**src/rtl/memory_arb_pkg.sv**
```systemverilog
// Shared types for the two-client memory arbiter: requester id and the
// response tag carried from grant cycle to response cycle.
package memory_arb_pkg;

  localparam int NUM_REQ = 2;

  typedef logic req_id_t;

  typedef struct packed {
    logic    valid;
    req_id_t id;
    logic    was_read;
    logic    err;
  } resp_tag_t;

endpackage

```
**src/rtl/memory_arbiter_if.sv**
```systemverilog
// Client and memory-side signals of the arbiter; slave = arbiter view,
// master = everything around it (clients plus the memory instance).
interface memory_arbiter_if #(
  parameter int DATA_W    = 8,
  parameter int ADDR_SIZE = 4
);
  logic                 req0, req1;
  logic                 we0, we1;
  logic [ADDR_SIZE-1:0] addr0, addr1;
  logic [DATA_W-1:0]    wdata0, wdata1;
  logic                 gnt0, gnt1;
  logic                 rvalid0, rvalid1;
  logic [DATA_W-1:0]    rdata0, rdata1;
  logic                 err0, err1;
  logic                 mem_write, mem_read;
  logic [ADDR_SIZE-1:0] mem_addr_w, mem_addr_r;
  logic [DATA_W-1:0]    mem_datain;
  logic [DATA_W-1:0]    mem_dataout;

  modport slave (
    input  req0, req1, we0, we1, addr0, addr1, wdata0, wdata1,
    output gnt0, gnt1, rvalid0, rvalid1, rdata0, rdata1, err0, err1,
    output mem_write, mem_read, mem_addr_w, mem_addr_r, mem_datain,
    input  mem_dataout
  );

  modport master (
    output req0, req1, we0, we1, addr0, addr1, wdata0, wdata1,
    input  gnt0, gnt1, rvalid0, rvalid1, rdata0, rdata1, err0, err1,
    input  mem_write, mem_read, mem_addr_w, mem_addr_r, mem_datain,
    output mem_dataout
  );
endinterface

```
**src/rtl/rr_arbiter_2.sv**
```systemverilog
// Two-way round-robin arbiter: onehot grant from req, priority flips to the
// other client after every grant and holds when nothing is granted.
module rr_arbiter_2
  import memory_arb_pkg::*;
(
  input  logic       clock,
  input  logic       reset,
  input  logic [1:0] req,
  output logic [1:0] gnt
);

  req_id_t prio;
  req_id_t prio_next;

  always_ff @(posedge clock) begin
    if (reset) prio <= 1'b0;
    else       prio <= prio_next;
  end

  always_comb begin
    prio_next = prio;
    if (gnt[0])      prio_next = 1'b1;
    else if (gnt[1]) prio_next = 1'b0;
  end

  always_comb begin
    gnt = 2'b00;
    if (req == 2'b11) gnt = prio ? 2'b10 : 2'b01;
    else              gnt = req;
  end

endmodule

```
**src/rtl/memory_arbiter.sv**
```systemverilog
// Shares one single-port registered-read memory between two clients; the
// response (data or error) returns to the winner one cycle after its grant.
module memory_arbiter
  import memory_arb_pkg::*;
#(
  parameter int DATA_W    = 8,
  parameter int MEM_SIZE  = 6,
  parameter int ADDR_SIZE = $clog2(MEM_SIZE) + 1
) (
  input  logic             clock,
  input  logic             reset,
  memory_arbiter_if.slave  bus
);

  localparam logic [ADDR_SIZE-1:0] MEM_LIMIT = ADDR_SIZE'(MEM_SIZE);

  logic [NUM_REQ-1:0]   req;
  logic [NUM_REQ-1:0]   gnt;
  logic                 granted;
  req_id_t              win_id;
  logic                 win_we;
  logic [ADDR_SIZE-1:0] win_addr;
  logic [DATA_W-1:0]    win_wdata;
  logic                 out_of_range;
  logic [ADDR_SIZE-1:0] mem_addr;
  resp_tag_t            tag;
  logic                 rd_hit;

  assign req = {bus.req1, bus.req0};

  rr_arbiter_2 u_rr (
    .clock (clock),
    .reset (reset),
    .req   (req),
    .gnt   (gnt)
  );

  assign granted  = |gnt;
  assign win_id   = gnt[1];
  assign bus.gnt0 = gnt[0];
  assign bus.gnt1 = gnt[1];

  always_comb begin
    win_we    = bus.we0;
    win_addr  = bus.addr0;
    win_wdata = bus.wdata0;
    if (win_id) begin
      win_we    = bus.we1;
      win_addr  = bus.addr1;
      win_wdata = bus.wdata1;
    end
  end

  assign out_of_range = (win_addr >= MEM_LIMIT);

  // Out-of-range accesses still present the address but never strobe the array.
  always_comb begin
    bus.mem_write  = 1'b0;
    bus.mem_read   = 1'b0;
    mem_addr       = '0;
    bus.mem_datain = '0;
    if (granted) begin
      mem_addr       = win_addr;
      bus.mem_datain = win_wdata;
      bus.mem_write  = win_we && !out_of_range;
      bus.mem_read   = !win_we && !out_of_range;
    end
  end

  assign bus.mem_addr_w = mem_addr;
  assign bus.mem_addr_r = mem_addr;

  always_ff @(posedge clock) begin
    if (reset) begin
      tag <= '0;
    end else if (granted) begin
      tag <= '{valid: 1'b1, id: win_id, was_read: !win_we, err: out_of_range};
    end else begin
      tag <= '0;
    end
  end

  assign rd_hit      = tag.valid && tag.was_read && !tag.err;
  assign bus.rvalid0 = tag.valid && (tag.id == 1'b0);
  assign bus.rvalid1 = tag.valid && (tag.id == 1'b1);
  assign bus.err0    = bus.rvalid0 && tag.err;
  assign bus.err1    = bus.rvalid1 && tag.err;
  assign bus.rdata0  = (rd_hit && (tag.id == 1'b0)) ? bus.mem_dataout : '0;
  assign bus.rdata1  = (rd_hit && (tag.id == 1'b1)) ? bus.mem_dataout : '0;

endmodule

```
**src/flat_wrapper.sv**
```systemverilog
// flat-port wrapper written by rule: the top's interface ports become plain ports
module memory_arbiter_flat import memory_arb_pkg::*;
#(
  parameter int DATA_W    = 8,
  parameter int MEM_SIZE  = 6,
  parameter int ADDR_SIZE = $clog2(MEM_SIZE) + 1
)
  (clock, reset, bus_req0, bus_req1, bus_we0, bus_we1, bus_addr0, bus_addr1, bus_wdata0, bus_wdata1, bus_gnt0, bus_gnt1, bus_rvalid0, bus_rvalid1, bus_rdata0, bus_rdata1, bus_err0, bus_err1, bus_mem_write, bus_mem_read, bus_mem_addr_w, bus_mem_addr_r, bus_mem_datain, bus_mem_dataout);
  memory_arbiter_if #(.DATA_W(DATA_W), .ADDR_SIZE(ADDR_SIZE)) bus_i ();
  input  logic clock;
  input  logic reset;
  input wire logic [$bits(bus_i.req0)-1:0] bus_req0;
  input wire logic [$bits(bus_i.req1)-1:0] bus_req1;
  input wire logic [$bits(bus_i.we0)-1:0] bus_we0;
  input wire logic [$bits(bus_i.we1)-1:0] bus_we1;
  input wire logic [$bits(bus_i.addr0)-1:0] bus_addr0;
  input wire logic [$bits(bus_i.addr1)-1:0] bus_addr1;
  input wire logic [$bits(bus_i.wdata0)-1:0] bus_wdata0;
  input wire logic [$bits(bus_i.wdata1)-1:0] bus_wdata1;
  output wire logic [$bits(bus_i.gnt0)-1:0] bus_gnt0;
  output wire logic [$bits(bus_i.gnt1)-1:0] bus_gnt1;
  output wire logic [$bits(bus_i.rvalid0)-1:0] bus_rvalid0;
  output wire logic [$bits(bus_i.rvalid1)-1:0] bus_rvalid1;
  output wire logic [$bits(bus_i.rdata0)-1:0] bus_rdata0;
  output wire logic [$bits(bus_i.rdata1)-1:0] bus_rdata1;
  output wire logic [$bits(bus_i.err0)-1:0] bus_err0;
  output wire logic [$bits(bus_i.err1)-1:0] bus_err1;
  output wire logic [$bits(bus_i.mem_write)-1:0] bus_mem_write;
  output wire logic [$bits(bus_i.mem_read)-1:0] bus_mem_read;
  output wire logic [$bits(bus_i.mem_addr_w)-1:0] bus_mem_addr_w;
  output wire logic [$bits(bus_i.mem_addr_r)-1:0] bus_mem_addr_r;
  output wire logic [$bits(bus_i.mem_datain)-1:0] bus_mem_datain;
  input wire logic [$bits(bus_i.mem_dataout)-1:0] bus_mem_dataout;
  assign bus_i.req0 = bus_req0;
  assign bus_i.req1 = bus_req1;
  assign bus_i.we0 = bus_we0;
  assign bus_i.we1 = bus_we1;
  assign bus_i.addr0 = bus_addr0;
  assign bus_i.addr1 = bus_addr1;
  assign bus_i.wdata0 = bus_wdata0;
  assign bus_i.wdata1 = bus_wdata1;
  assign bus_gnt0 = bus_i.gnt0;
  assign bus_gnt1 = bus_i.gnt1;
  assign bus_rvalid0 = bus_i.rvalid0;
  assign bus_rvalid1 = bus_i.rvalid1;
  assign bus_rdata0 = bus_i.rdata0;
  assign bus_rdata1 = bus_i.rdata1;
  assign bus_err0 = bus_i.err0;
  assign bus_err1 = bus_i.err1;
  assign bus_mem_write = bus_i.mem_write;
  assign bus_mem_read = bus_i.mem_read;
  assign bus_mem_addr_w = bus_i.mem_addr_w;
  assign bus_mem_addr_r = bus_i.mem_addr_r;
  assign bus_mem_datain = bus_i.mem_datain;
  assign bus_i.mem_dataout = bus_mem_dataout;
  memory_arbiter #(.DATA_W(DATA_W), .MEM_SIZE(MEM_SIZE), .ADDR_SIZE(ADDR_SIZE)) u_core (.clock(clock), .reset(reset), .bus(bus_i));
endmodule
```
**config.mk**
```make
export PLATFORM = sky130hd
export DESIGN_NAME = memory_arbiter_flat
export DESIGN_NICKNAME = d
export VERILOG_FILES = /design/src/rtl/memory_arb_pkg.sv /design/src/rtl/memory_arbiter_if.sv /design/src/rtl/rr_arbiter_2.sv /design/src/rtl/memory_arbiter.sv /design/src/flat_wrapper.sv
export SDC_FILE = /design/constraint.sdc
export NUM_CORES = 1
export LEC_CHECK = 0
export BUFFER_PORTS_ARGS = -buffer_cell sky130_fd_sc_hd__buf_4
export CAP_MARGIN = 20
export CORE_AREA = 2 2 47 49
export CTS_BUF_LIST = sky130_fd_sc_hd__clkbuf_4
export CTS_CLUSTER_DIAMETER = 200
export DETAILED_ROUTE_END_ITERATION = 10
export DIE_AREA = 0 0 49 51
export PLACE_DENSITY = 0.87
export SYNTH_ARGS = -nofsm -noshare
export SYNTH_HDL_FRONTEND = slang
export SYNTH_SLANG_ARGS = --single-unit
```
**constraint.sdc**
```tcl
create_clock -name clock -period 1.68 [get_ports clock]
set_clock_uncertainty 0.1 [all_clocks]
set_input_delay 0.168 -clock clock [delete_from_list [all_inputs] [get_ports clock]]
set_output_delay 0.168 -clock clock [all_outputs]
set_load 0.005 [all_outputs]
```
==> impl_metrics.env <==
export IMPL_holdPathStages=3
export IMPL_cts_tree="yes"
export IMPL_grt_pass1_wl_um=3360
export IMPL_fill_cells=174
export IMPL_cp_top_family="simple AND/OR/NAND/NOR gates"
export IMPL_regArea_um2=101
export IMPL_p_per_area_nw_per_um2=458
export IMPL_grt_pass1_vias=802
export IMPL_reg2reg_depth=4
export IMPL_overflow=0
export IMPL_die_area_um2=2500
export IMPL_drv_slew=0
export IMPL_yosys_warnings=0
export IMPL_numPortBuffers=77
export IMPL_grt_setup_unrepaired="yes"
export IMPL_drtPass1Iterations=4
export IMPL_die_h_um=51
export IMPL_post_route_util_pct=59.7
export IMPL_htreeDepth=1
export IMPL_crit_slowest_cell="dfxtp_2"
export IMPL_numPlacedInstances=169
export IMPL_cts_buffers=3
export IMPL_avgSynthCellArea_um2=8.18
export IMPL_crit_buf_inv=2
export IMPL_ys_types=26
export IMPL_gp_congestion=0.722
export IMPL_mostFrequentLayoutCells="buf_4, and2_1, a22o_1"
export IMPL_core_um2=2060
export IMPL_nets=188
export IMPL_synth_net_count=107
export IMPL_ir_drop_v=0.000317
export IMPL_cp_required_ps=1410
export IMPL_fin_crit_ps=1650
export IMPL_crit_fanout=6
export IMPL_fin_cells=177
export IMPL_worstMarginPinSlew_ps=262
export IMPL_vias=856
export IMPL_drive_gt1_share_pct=63.8
export IMPL_cp_slowest_stage_delay_ps=360
export IMPL_period_share_pct=98.0
export IMPL_hold_slack_ps=145
export IMPL_synth_area_leaders="and2_1, dfxtp_1, a22o_1, buf_4, buf_6"
export IMPL_ios=78
export IMPL_max_cap_violations=0
export IMPL_antenna_left=0
export IMPL_multi_input_area_um2=435
export IMPL_fmax_ghz=0.608
export IMPL_antenna_found_initial=0
export IMPL_final_common_cell="buf_4"
export IMPL_syn_area_um2=564
export IMPL_finalSetupViolCount=0
export IMPL_grt_max_degree=11
export IMPL_slew_headroom_pct=82.5
export IMPL_ys_seq_area_share_pct=17.7
export IMPL_cts_sinks=5
export IMPL_p_leak_uw=0.000660
export IMPL_wl_um=2370
export IMPL_dp_hpwl_um=1870
export IMPL_crit_path_end_kind="output port"
export IMPL_cts_buffer_depth=2
export IMPL_area_growth_pct=118
export IMPL_worstSkewPairLatency_ps=250
export IMPL_fp_dieW_um=49
export IMPL_yosysTopAreaCellShare_pct=20.0
export IMPL_initial_core_util_pct=27.3
export IMPL_cp_arrival_ps=1380
export IMPL_outcome="complete, no violations"
export IMPL_hold_viol_final=0
export IMPL_diodes=0
export IMPL_clkTransAtPathRegs_ps=50
export IMPL_rows=17
export IMPL_hp_class="in -> reg"
export IMPL_drt_iter0_markers=21
export IMPL_start_kind="flop"
export IMPL_crit_cells=5
export IMPL_layout_setup_ws_ps=34.1
export IMPL_cts_root_buffer="clkbuf_4"
export IMPL_synth_seq_cells=5
export IMPL_wl_per_cell_um=13.4
export IMPL_synth_top_area_cell="and2_1"
export IMPL_path_class="reg -> out"
export IMPL_post_drt_via_cell_ratio=4.84
export IMPL_drc=0
export IMPL_crit_chain="and2b_2, nor2_4, buf_6, a22o_1, buf_4"
export IMPL_grt_usage_pct=17.5
export IMPL_syn_inst=69
export IMPL_pre_cts_ws_ps=219
timing repair:
action / CTS / global route
setup buffers: 3 / 0
hold buffers: 1 / 0
hold endpoints to repair: 1 / 0
pin swaps: 3 / 4
gates resized for setup: 3 / 6
setup endpoints to repair: 16 / 17
layout make-up:
type / instances / area share (%)
inverters: 1 / 0.305
clock buffers: 4 / 2.44
flip-flops and latches: 5 / 8.23
repair buffers: 82 / 50.8
multi-input cells: 57 / 35.4
well taps: 28 / 2.85
cells in the mapped netlist:
cell       number
and2_1         18
a22o_1         11
dfxtp_1         5
buf_4           4
a21oi_1         3
and3_1          3
and3b_1         2
buf_6           2
nand2_1         2
nor2_1          2
o21ai_0         2
a211oi_1        1
a21boi_2        1
a221oi_2        1
a22o_4          1
a2bb2oi_1       1
and2b_1         1
inv_2           1
nand2b_1        1
nand3_1         1
nand4_1         1
nand4b_1        1
nor2_4          1
nor2b_1         1
nor3_1          1
nor4_1          1
cells by family after synthesis:
kind of cell / share of synthesized area [%]
compound gates: 32.2
buf+inv: 9.98
flops: 17.7
simple gates: 40.1
routing by layer:
metal  global-route usage [%]  vias to the layer above  share of wire, %
li1                         -                      410                 -
met4                     7.14                        0              0.51
met2                     36.5                       53                55
met1                     16.1                      391                36
met5                        0                        -                 0
met3                     4.09                        2               8.6
metrics by stage:
step                      setup TNS, ps  total power, uW  area, um^2
after floorplan                       0              235         564
after global placement                0              375        1130
after detailed placement              0              381        1130
after CTS                             0              560        1200
after global routing              -86.9              597        1230
final                                 0              564        1230
tightest hold or removal path, stage by stage:
cell and delay [ps]:
buf_4 110, nor2_1 60, nor2_1 100
final timing paths:
kind	from	to	slack, ps
setup / recovery	u_core.u_rr.prio	bus_mem_addr_w[3]	30
hold / removal	bus_req0	u_core.tag[3]	150
hold reg to reg	u_core.u_rr.prio	u_core.u_rr.prio	390
setup reg to reg	u_core.u_rr.prio	u_core.tag[0]	490
registers in the layout, summed over array words and instances, names as in the netlist:
signal and flops:
u_core.tag 4, u_core.u_rr.prio 1
where the power goes:
group / internal (uW) / leakage (uW) / switching (uW)
Clock: 106 / 0.0000184 / 53.5
Combinational: 168 / 0.000600 / 103
Sequential: 128 / 0.0000419 / 5.35
(Power assumes the default switching activity.)
